===== config.mk =====
export PLATFORM = sky130hd
export DESIGN_NAME = seq_array_mult
export DESIGN_NICKNAME = d
export VERILOG_FILES = /design/src/rtl/seq_array_mult.sv
export SDC_FILE = /design/constraint.sdc
export NUM_CORES = 1
export LEC_CHECK = 0
export CORE_ASPECT_RATIO = 0.9
export CORE_MARGIN = 3
export CORE_UTILIZATION = 65
export CTS_CLUSTER_DIAMETER = 150
export DETAILED_ROUTE_END_ITERATION = 8
export PLACE_DENSITY_LB_ADDON = 0.2
export SETUP_SLACK_MARGIN = 0.3
export SYNTH_ARGS = -nofsm -noshare
export SYNTH_HDL_FRONTEND = slang
export SYNTH_SLANG_ARGS = --single-unit
export TNS_END_PERCENT = 10

===== constraint.sdc =====
create_clock -name clk -period 17.1 [get_ports clk]
set_clock_uncertainty 0.2 [all_clocks]
set_input_delay 3.42 -clock clk [delete_from_list [all_inputs] [get_ports clk]]
set_output_delay 3.42 -clock clk [all_outputs]
set_load 0.005 [all_outputs]

===== src/rtl/seq_array_mult.sv =====
// seq_array_mult: iterative WIDTH x WIDTH multiplier consuming DIGIT bits of b per cycle, signed/unsigned, valid/ready
module seq_array_mult #(
  parameter int WIDTH = 32,
  parameter int DIGIT = 4
) (
  input  logic               clk,
  input  logic               rst_n,
  input  logic               in_valid,
  output logic               in_ready,
  input  logic [WIDTH-1:0]   a,
  input  logic [WIDTH-1:0]   b,
  input  logic               signed_mode,
  output logic               out_valid,
  input  logic               out_ready,
  output logic [2*WIDTH-1:0] product
);
  localparam int STEPS = WIDTH / DIGIT;
  localparam int PW    = 2 * WIDTH;
  localparam int CW    = STEPS > 1 ? $clog2(STEPS) : 1;
  typedef enum logic [1:0] {IDLE, RUN, DONE} state_e;
  state_e            state_q, state_d;
  logic [WIDTH-1:0]  a_q, a_d, b_q, b_d, a_mag, b_mag;
  logic              neg_q, neg_d;
  logic [PW-1:0]     acc_q, acc_d, product_q, product_d, sum;
  logic [CW-1:0]     cnt_q, cnt_d;
  logic [WIDTH+DIGIT-1:0] pp;
  assign in_ready  = state_q == IDLE;
  assign out_valid = state_q == DONE;
  assign product   = product_q;
  assign a_mag     = (signed_mode && a[WIDTH-1]) ? -a : a;
  assign b_mag     = (signed_mode && b[WIDTH-1]) ? -b : b;
  assign pp        = (WIDTH+DIGIT)'(a_q) * (WIDTH+DIGIT)'(b_q[DIGIT-1:0]);
  assign sum       = acc_q + (PW'(pp) << (int'(cnt_q) * DIGIT));
  // next state: accept magnitudes in IDLE, accumulate one digit row per RUN cycle, hold result in DONE
  always_comb begin
    state_d   = state_q;
    a_d       = a_q;
    b_d       = b_q;
    neg_d     = neg_q;
    acc_d     = acc_q;
    cnt_d     = cnt_q;
    product_d = product_q;
    case (state_q)
      IDLE: if (in_valid) begin
        a_d     = a_mag;
        b_d     = b_mag;
        neg_d   = signed_mode && (a[WIDTH-1] ^ b[WIDTH-1]);
        acc_d   = '0;
        cnt_d   = '0;
        state_d = RUN;
      end
      RUN: begin
        acc_d = sum;
        b_d   = b_q >> DIGIT;
        cnt_d = cnt_q + CW'(1);
        if (cnt_q == CW'(STEPS - 1)) begin
          state_d   = DONE;
          product_d = neg_q ? -sum : sum;
        end
      end
      DONE: state_d = out_ready ? IDLE : DONE;
      default: state_d = IDLE;
    endcase
  end
  // state register with synchronous active-low reset
  always_ff @(posedge clk) begin
    if (!rst_n) begin
      state_q   <= IDLE;
      a_q       <= '0;
      b_q       <= '0;
      neg_q     <= 1'b0;
      acc_q     <= '0;
      cnt_q     <= '0;
      product_q <= '0;
    end else begin
      state_q   <= state_d;
      a_q       <= a_d;
      b_q       <= b_d;
      neg_q     <= neg_d;
      acc_q     <= acc_d;
      cnt_q     <= cnt_d;
      product_q <= product_d;
    end
  end
endmodule


==> run metrics <==
status complete, no violations; IO buf count ~130; Placer Congestion between 1 and 1.5; via count approximately 21000; Flop pwr share 38.6%; Setup crit start kind register; clk sink count roughly 200; Avg Vias per Cell about 6.6; CP max stage delay 0.99 ns; setup_tns 0 ns; die footprint 32600 um^2; clock root cell clkbuf_16; synthesis-stage register bit count around 200; fin crit share between 60% and 70%; routed wire length 61600 um; Int Pwr approximately 0.8 mW; worst min-delay path class reg2reg; Worst path slowest cell dfxtp_1; initial antenna violation count 0; Layout fillers around 2400; starting density of the core about two thirds; GRT Overall Usage 37.0%; iteration count of the initial detailed-routing pass 6; Power Density between 50 and 60 nW/um^2; sequential area share after synthesis between 20 and 25%; WHS Path Cells 2; fin util between 70% and 80%; post-route insts no fill between 3000 and 4000; dominant synthesized flop cell dfxtp_1; Iteration-0 DRC Markers 2208; GRT overflow 0; fin area roughly 22000 um^2; most common cell after layout, fill and taps aside nand2_1; total power between 1 and 1.5 mW; die span in y between 150 and 200 um; Setup CP Type reg2reg; Gate power share 29.1%; syn nets 2951; YS warnings 0; final count of pins violating max slew 0; # resized after CTS 0; Lkg Pwr a little under 9 nW; switching pwr 0.481 mW; first-pass GRT wire length a little under 100000 um; Max-Cap Viols 0; WL per Instance between 15 and 20 um; worst-margin pin slew about 1.2 ns; Post-synth EDFFs 0; Slew HR between 10% and 20%; Horiz. Die Dim between 150 and 200 um; Layout area overhead 9.28%; Hold Buf Count CTS 0; Crit path required time ~17 ns; std cell rows 59; placed insts around 3100; crit-path max FO 33; Synth Instances roughly 2700; mapped cell area 19800 um^2; final setup fails 0; unrepaired setup endpoints after global routing no; total CTS buffers 17; Yosys cell types 93; Worst-path clk slew approximately 0.08 ns; Hold Violations, Final 0; Final #Nets 2956; post-CTS setup buffers 0; Post-DRT Antenna Nets 0; worst-skew pair later-pin latency around 0.47 ns; Critical Path AT ~11 ns; Reg2Reg Depth 30; DRC 0; clock power share between 30 and 40%; H-tree Lvls 4; Crit. End Element register; Core Region 29500 um^2; share of cells above drive strength 1 4.47%; most frequent cells in the layout nand2_1 (310), a21oi_1 (253), nor2_1 (251); mean post-synth cell area approximately 7.3 um^2; vias in the first global route 19300; Peak supply drop 71.2 uV; CTS tree done; ys async rst share 0%; min cycle time layout between 10 and 15 ns; DP Area 21100 um^2; Max Buffers Root-to-Sink 2; Max Fclk 90.7 MHz; Switching Fraction around 37%; I/O pins between 100 and 150; post-detail-place hpwl 47100 um; pin count of the biggest net entering global routing about 120
[synthesized netlist by cell type, drive strengths merged, types with 91 or more instances]
master | instances | area share, %
xnor2 | 97 | 4.3
a211oi | 91 | 3.5
inv | 158 | 3.0
nand3 | 99 | 2.6
ha | 108 | 6.8
o21ai | 142 | 3.6
clkbuf | 143 | 2.9
nand2 | 312 | 5.9
a21oi | 253 | 6.4
dfxtp | 198 | 20
and2 | 119 | 3.8
nor2 | 252 | 4.8
[worst paths after layout]
kind | start | end | slack [ns]
worst max-delay path | b_q[2] | product[62] | 6.07
worst min-delay path | product[7] | product[7] | 0.26
worst max register to register | b_q[2] | product[62] | 6.07
worst min register to register | product[7] | product[7] | 0.26
[kinds of logic after synthesis]
family | Yosys count | synth area share, %
and+or+nand+nor | 1025 | 25.0
AOI/OAI and AO/OA | 767 | 24.7
buffers and inverters | 324 | 6.65
DFF | 198 | 20.0
xor gates and xnor gates | 187 | 8.31
adders and majority gates | 169 | 13.0
muxes | 43 | 2.26
[cell type report]
cell class | instances | area (um^2) | share of cell area (%)
Sequential cell | 198 | 3970 | 18.3
Tap cell | 396 | 495 | 2.29
Antenna cell | 1 | 2.50 | 0.0116
Clock buffer | 18 | 429 | 1.98
Inverter | 158 | 598 | 2.76
Timing Repair Buffer | 152 | 1480 | 6.82
Multi-Input combinational cell | 2191 | 14500 | 67.2
Clock inverter | 14 | 134 | 0.618
[critical path: cells and delay by family, from the launching register on]
kind	cells	cell delay, ns
AO/OA/AOI/OAI	16	5.04
XOR/XNOR	3	0.69
adder cells (fa/ha/maj)	4	1.99
buffers and inverters	1	0.05
flip-flops	1	0.99
multiplexers	2	0.49
AND/OR/NAND/NOR	4	1.45
[per-layer routing]
layer  GRT usage [%]  vias to the layer above  part of all wire [%]
li1                -                     9634                     -
met1            49.6                     9692                    42
met2            59.4                     1033                    45
met3            7.19                      150                   9.7
met4            14.1                        0                   3.7
met5               0                        -                     0
[through the flow]
step	setup slack (ns)	hold WS [ns]
floorplan	8.43	0.232
global placement	6.89	0.240
detailed placement	6.49	0.248
CTS	6.46	0.256
global route	5.33	0.278
finish	6.07	0.257
[power by group through the flow]
stage	sequential, mW	clock, mW	combinational, mW
after floorplan	0.496	0	0.270
after global placement	0.505	0	0.349
after detailed placement	0.506	0	0.360
after CTS	0.495	0.410	0.363
after global routing	0.499	0.429	0.404
final	0.496	0.415	0.373
[flip-flops by register name, summed over array words and instances, names as in the netlist]
name / flops
product: 64
acc_q: 64
state_q: 2
b_q: 32
neg_q: 1
cnt_q: 3
a_q: 32
No activity file was read; power rests on OpenSTA's default activity.
